<file path="config.mk">
export PLATFORM = sky130hd
export DESIGN_NAME = round_norm_sequencer_flat
export DESIGN_NICKNAME = d
export VERILOG_FILES = /design/src/rtl/round_norm_if.sv /design/src/rtl/round_norm_sequencer.sv /design/src/flat_wrapper.sv
export SDC_FILE = /design/constraint.sdc
export NUM_CORES = 1
export LEC_CHECK = 0
export CAP_MARGIN = 5
export CORE_MARGIN = 3
export CORE_UTILIZATION = 50
export CTS_CLUSTER_DIAMETER = 30
export DETAILED_ROUTE_END_ITERATION = 10
export GPL_ROUTABILITY_DRIVEN = 0
export PLACE_DENSITY = 0.78
export SYNTH_ARGS = -nofsm -noshare
export SYNTH_HDL_FRONTEND = slang
export SYNTH_SLANG_ARGS = --single-unit
</file>
<file path="constraint.sdc">
create_clock -name clk -period 5.3 [get_ports clk]
set_input_delay 1.325 -clock clk [delete_from_list [all_inputs] [get_ports clk]]
set_output_delay 1.325 -clock clk [all_outputs]
set_load 0.005 [all_outputs]
</file>
<file path="src/rtl/round_norm_if.sv">
// Handshake bundle between an FP add/sub/mul datapath and the normalize/round sequencer.
// The master modport belongs to the producer/consumer side; the slave modport belongs to the sequencer.
interface round_norm_if #(
  parameter int FRAC_W = 27,
  parameter int EXP_W  = 8
);
  logic              in_valid;
  logic              in_ready;
  logic              in_sign;
  logic [EXP_W-1:0]  in_exp;
  logic [FRAC_W:0]   in_frac;
  logic              round_en;
  logic              out_valid;
  logic              out_ready;
  logic              out_sign;
  logic [EXP_W-1:0]  out_exp;
  logic [FRAC_W-4:0] out_frac;
  logic              out_overflow;
  logic              out_zero;

  modport master (
    output in_valid, in_sign, in_exp, in_frac, round_en, out_ready,
    input  in_ready, out_valid, out_sign, out_exp, out_frac, out_overflow, out_zero
  );

  modport slave (
    input  in_valid, in_sign, in_exp, in_frac, round_en, out_ready,
    output in_ready, out_valid, out_sign, out_exp, out_frac, out_overflow, out_zero
  );
endinterface

</file>
<file path="src/rtl/round_norm_sequencer.sv">
// Multi-cycle normalize-and-round sequencer: it normalizes one bit per cycle, rounds with RNE or RTZ,
// re-normalizes on a rounding carry, and emits a packed single-precision result.
module round_norm_sequencer #(
  parameter int FRAC_W = 27,
  parameter int EXP_W  = 8
) (
  input  logic          clk,
  input  logic          rst,
  round_norm_if.slave   bus
);
  localparam int XW = EXP_W + 2;
  localparam logic signed [XW-1:0] EXP_ONE = XW'(1);
  localparam logic signed [XW-1:0] EXP_MAX = XW'((1 << EXP_W) - 1);

  typedef enum logic [2:0] {IDLE, NORM, ROUND, RENORM, DONE} state_t;

  state_t                 state_q, state_d;
  logic [FRAC_W:0]        frac_q, frac_d;
  logic signed [XW-1:0]   exp_q, exp_d;
  logic                   zero_q, zero_d;
  logic                   sign_q, rnd_q;
  logic                   rnd_up;
  logic [EXP_W-1:0]       oexp_d;
  logic [FRAC_W-4:0]      ofrac_d;
  logic                   ovf_d;

  // NOTE: every signal written here gets a default first, so no path can infer a latch.
  always_comb begin
    state_d = state_q;
    frac_d  = frac_q;
    exp_d   = exp_q;
    zero_d  = zero_q;
    rnd_up  = 1'b0;
    case (state_q)
      IDLE: begin
        if (bus.in_valid) begin
          state_d = NORM;
          frac_d  = bus.in_frac;
          exp_d   = $signed({2'b00, bus.in_exp});
          zero_d  = 1'b0;
        end
      end
      NORM: begin
        if (frac_q == '0) begin
          zero_d  = 1'b1;
          state_d = DONE;
        end else if (frac_q[FRAC_W]) begin
          // Carry-out: shift right once, folding the two lowest bits into sticky.
          frac_d  = {1'b0, frac_q[FRAC_W:2], frac_q[1] | frac_q[0]};
          exp_d   = exp_q + EXP_ONE;
          state_d = ROUND;
        end else if (!frac_q[FRAC_W-1] && (exp_q > EXP_ONE)) begin
          frac_d  = frac_q << 1;
          exp_d   = exp_q - EXP_ONE;
        end else begin
          state_d = ROUND;
        end
      end
      ROUND: begin
        rnd_up  = rnd_q && ((frac_q[2:0] > 3'b100) || ((frac_q[2:0] == 3'b100) && frac_q[3]));
        frac_d  = {frac_q[FRAC_W:3] + {{(FRAC_W-3){1'b0}}, rnd_up}, 3'b000};
        state_d = frac_d[FRAC_W] ? RENORM : DONE;
      end
      RENORM: begin
        frac_d  = {1'b0, frac_q[FRAC_W:1]};
        exp_d   = exp_q + EXP_ONE;
        state_d = DONE;
      end
      DONE: begin
        if (bus.out_ready) state_d = IDLE;
      end
      default: state_d = IDLE;
    endcase
  end

  // Packed result as it will be presented once DONE is entered.
  always_comb begin
    oexp_d  = exp_d[EXP_W-1:0];
    ofrac_d = frac_d[FRAC_W-2:3];
    ovf_d   = 1'b0;
    if (zero_d) begin
      oexp_d  = '0;
      ofrac_d = '0;
    end else if (exp_d >= EXP_MAX) begin
      oexp_d  = '1;
      ofrac_d = '0;
      ovf_d   = 1'b1;
    end else if (!frac_d[FRAC_W-1]) begin
      oexp_d  = '0;
    end
  end

  // NOTE: sequential state uses non-blocking assignments so every register samples pre-edge values.
  always_ff @(posedge clk or posedge rst) begin
    if (rst) begin
      state_q          <= IDLE;
      frac_q           <= '0;
      exp_q            <= '0;
      zero_q           <= 1'b0;
      sign_q           <= 1'b0;
      rnd_q            <= 1'b0;
      bus.in_ready     <= 1'b1;
      bus.out_valid    <= 1'b0;
      bus.out_sign     <= 1'b0;
      bus.out_exp      <= '0;
      bus.out_frac     <= '0;
      bus.out_overflow <= 1'b0;
      bus.out_zero     <= 1'b0;
    end else begin
      state_q       <= state_d;
      frac_q        <= frac_d;
      exp_q         <= exp_d;
      zero_q        <= zero_d;
      bus.in_ready  <= (state_d == IDLE);
      bus.out_valid <= (state_d == DONE);
      if (state_q == IDLE && bus.in_valid) begin
        sign_q <= bus.in_sign;
        rnd_q  <= bus.round_en;
      end
      // Result registers load only on entry to DONE and hold through backpressure.
      if (state_d == DONE && state_q != DONE) begin
        bus.out_sign     <= sign_q;
        bus.out_exp      <= oexp_d;
        bus.out_frac     <= ofrac_d;
        bus.out_overflow <= ovf_d;
        bus.out_zero     <= zero_d;
      end
    end
  end
endmodule
</file>
<file path="src/flat_wrapper.sv">
// flat-port wrapper written by rule: the top's interface ports become plain ports
module round_norm_sequencer_flat 
#(
  parameter int FRAC_W = 27,
  parameter int EXP_W  = 8
)
  (clk, rst, bus_in_valid, bus_in_sign, bus_in_exp, bus_in_frac, bus_round_en, bus_out_ready, bus_in_ready, bus_out_valid, bus_out_sign, bus_out_exp, bus_out_frac, bus_out_overflow, bus_out_zero);
  round_norm_if #(.FRAC_W(FRAC_W), .EXP_W(EXP_W)) bus_i ();
  input  logic clk;
  input  logic rst;
  input wire logic [$bits(bus_i.in_valid)-1:0] bus_in_valid;
  input wire logic [$bits(bus_i.in_sign)-1:0] bus_in_sign;
  input wire logic [$bits(bus_i.in_exp)-1:0] bus_in_exp;
  input wire logic [$bits(bus_i.in_frac)-1:0] bus_in_frac;
  input wire logic [$bits(bus_i.round_en)-1:0] bus_round_en;
  input wire logic [$bits(bus_i.out_ready)-1:0] bus_out_ready;
  output wire logic [$bits(bus_i.in_ready)-1:0] bus_in_ready;
  output wire logic [$bits(bus_i.out_valid)-1:0] bus_out_valid;
  output wire logic [$bits(bus_i.out_sign)-1:0] bus_out_sign;
  output wire logic [$bits(bus_i.out_exp)-1:0] bus_out_exp;
  output wire logic [$bits(bus_i.out_frac)-1:0] bus_out_frac;
  output wire logic [$bits(bus_i.out_overflow)-1:0] bus_out_overflow;
  output wire logic [$bits(bus_i.out_zero)-1:0] bus_out_zero;
  assign bus_i.in_valid = bus_in_valid;
  assign bus_i.in_sign = bus_in_sign;
  assign bus_i.in_exp = bus_in_exp;
  assign bus_i.in_frac = bus_in_frac;
  assign bus_i.round_en = bus_round_en;
  assign bus_i.out_ready = bus_out_ready;
  assign bus_in_ready = bus_i.in_ready;
  assign bus_out_valid = bus_i.out_valid;
  assign bus_out_sign = bus_i.out_sign;
  assign bus_out_exp = bus_i.out_exp;
  assign bus_out_frac = bus_i.out_frac;
  assign bus_out_overflow = bus_i.out_overflow;
  assign bus_out_zero = bus_i.out_zero;
  round_norm_sequencer #(.FRAC_W(FRAC_W), .EXP_W(EXP_W)) u_core (.clk(clk), .rst(rst), .bus(bus_i));
endmodule
</file>
==> results.cfg <==
[status]
outcome = finished clean

[critical_path]
end_kind = flop
cp_max_fo = 11
cp_data_arrival_time_ps = 4500
cp_slowest_stage_delay_ps = 600
crit_path_frequent_cell = ha_1
crit_cells = 12
required_ps = 5570
crit_family = simple AND/OR/NAND/NOR gates
cp-start-kind = flop
worstPathCellList = nor3_1, nor2_1, ha_1, ha_1, nand3_1, nor4_2, a311o_1, o2111ai_2, or2_0, a21oi_1, a22oi_1, o21ai_1
reg2reg_depth = 12
crit_path_top_delay_cell = a21oi_1
critPathKind = reg -> reg
path_buf_inv = 0

[timing]
slew_headroom = 0.274
fin_crit_ps = 4230
setup_tns_ps = 0
fmax_mhz = 236
drv_slew = 0
finalHoldViolCount = 0
worstMarginPinSlew_ps = 1080
period_share = 0.798
rsz0062_at_grt = false
setup_viol = 0
finClkSkew_ps = 5.92

[synthesis]
synth_edf_count = 0
ys_async_sr_fraction = 1.00
synth.most_common_cell = dfrtp_1
syn_inst = 680
avgSynthCellArea_um2 = 8.56
yosysTopAreaCellShare = 0.340
syn_nets = 727
synth_area_leader_cell = dfrtp_1
syn-cell-area_mm2 = 0.00582
synth_commonest_cells = 79 x dfrtp_1, 68 x nand2_1, 46 x o21ai_0
synth_ff_type = dfrtp_1
yosysWarnings = 0
yosysSeqAreaShare = 0.344
ys_types = 88
synth_area_leaders = dfrtp_1 34%, nand2_1 4.4%, o21ai_0 4.0%
ys_ff_latch = 80

[layout]
n_antenna_cell = 0
fin_nets = 761
syn_to_final_growth_pct = 18.1
layout-drive-gt1-share = 0.111
fin_area_mm2 = 0.00688

[floorplanning]
rows = 38
die_width_um = 114
die-height_um = 114
start_util = 0.523
die_area_mm2 = 0.0130
core-area_mm2 = 0.0111
ios = 79

[route]
drtPass1Iterations = 6
drtIter0Drc = 1312
vias_per_cell = 7.24
post_drt_wl_per_cell_um = 23.3
postRouteAntennaNets = 0
drc = 0
routed_wl_um = 20000
vias = 6216

[power_and_ir_drop]
p_leak_nw = 2.68
power-per-cell-area_mw_per_mm2 = 649
peakVddDrop_mv = 0.381

[run]
max_cap_violations = 0

[hold_path]
hold_path.class = reg -> reg
worstHoldPathCells = 2

[clock_network]
insertion_delay_ps = 340
cts_tree = built
clockBufferDepth = 2
clkSinkCount = 80
numCtsBuffers = 9
cts_root_buf = clkbuf_16
cts_resized = 0
path_clk_slew_ps = 60
cts_max_level = 3
ctsHoldBuffers = 0
cts_setup_buffers = 0

[placed_design]
port_buffers = 77
place_area_mm2 = 0.00655
dp_hpwl_um = 13700

[grt]
track_usage = 0.309
grt_pass1_wl_um = 31900
grt_pass1_vias = 5960
antenna_found_initial = 0
grt_max_degree = 47
grt_overflow = 0
-- per-stage QoR --
step	power [mW]	instances	utilization	setup WS (ps)	hold slack (ps)
floorplan	2.82	680	-	1920	477
global placement	3.57	843	0.589	1140	482
detailed placement	3.66	843	0.589	1010	490
CTS	4.35	859	0.618	1280	516
global route	4.70	859	0.618	924	540
finish	4.46	859	0.618	1070	509
-- registers in the layout, indices dropped and copies added (netlist names) --
signal	count
u_core.bus.out_frac	23
u_core.bus.in_ready	1
u_core.state_q	3
u_core.bus.out_sign	1
u_core.bus.out_exp	8
u_core.bus.out_zero	1
u_core.frac_q	28
u_core.bus.out_overflow	1
u_core.rnd_q	1
u_core.sign_q	1
u_core.exp_q	10
u_core.zero_q	1
u_core.bus.out_valid	1
-- worst min-delay path, cell delays in order (launching register included) --
cell	delay [ps]
dfrtp_1	350
a32oi_1	70
o21ai_2	50
-- layer usage --
layer | GRT usage | routed length, µm | part of all wire
met5 | 0 | 0 | 0
met4 | 0.135 | 741 | 0.037
met3 | 0.0854 | 2620 | 0.13
met2 | 0.446 | 8660 | 0.43
met1 | 0.433 | 7970 | 0.40
-- cell families (layout without fill, tap and decap cells) --
logic type / Yosys count / after routing / share of synthesized area
AND/OR/NAND/NOR: 232 / 232 / 0.222
AO/OA/AOI/OAI: 259 / 259 / 0.327
buffers and inverters: 87 / 126 / 0.0679
adder cells (fa/ha/maj): 5 / 5 / 0.0107
other: 1 / 1 / 0.000644
XOR/XNOR: 7 / 7 / 0.0105
flip-flops: 80 / 80 / 0.344
multiplexers: 9 / 9 / 0.0168
-- final cells by class --
| class | instances | area (µm²) |
|---|---|---|
| fill | 937 | 4250 |
| multi-input combinational | 513 | 3430 |
| sequential | 80 | 2000 |
| timing repair buffer | 90 | 868 |
| clock buffer | 11 | 243 |
| tap | 140 | 175 |
| clock inverter | 5 | 80.1 |
| inverter | 20 | 76.3 |
-- layout by cell type, fill, tap and decap left out, drive strengths merged, types with 13 or more instances in the layout --
master,netlist,final
clkdlybuf4s50,0,77
a22oi,26,26
dfrtp,79,79
nor3,16,16
a21oi,29,29
inv,19,18
o21ai,70,70
a31oi,13,13
nor4,15,15
nand2,69,69
nor2,41,41
nand3,26,26
a222oi,14,14
buf,42,13
-- final timing paths --
check	endpoint	slack [ps]	startpoint
setup / recovery	u_core.bus.out_exp[1]$_DFFE_PP0P_	1070	u_core.frac_q[3]$_DFF_PP0_
hold / removal	u_core.bus.out_frac[13]$_DFFE_PP0P_	510	u_core.bus.out_frac[13]$_DFFE_PP0P_
setup reg to reg	u_core.bus.out_exp[1]$_DFFE_PP0P_	1070	u_core.frac_q[3]$_DFF_PP0_
hold reg to reg	u_core.bus.out_frac[13]$_DFFE_PP0P_	510	u_core.bus.out_frac[13]$_DFFE_PP0P_
max in group asynchronous	u_core.bus.in_ready$_DFF_PP1_	2890	rst
min in group asynchronous	u_core.bus.out_zero$_DFFE_PP0P_	1430	rst
-- where the power goes --
group	total (mW)	internal, mW	leakage, nW	switching, mW
sequential	1.33	0.871	1.02	0.455
combinational	2.46	0.990	1.51	1.47
clock	0.677	0.425	0.152	0.252
total	4.46	2.29	2.68	2.18
Power figures use the tool's default switching activity.
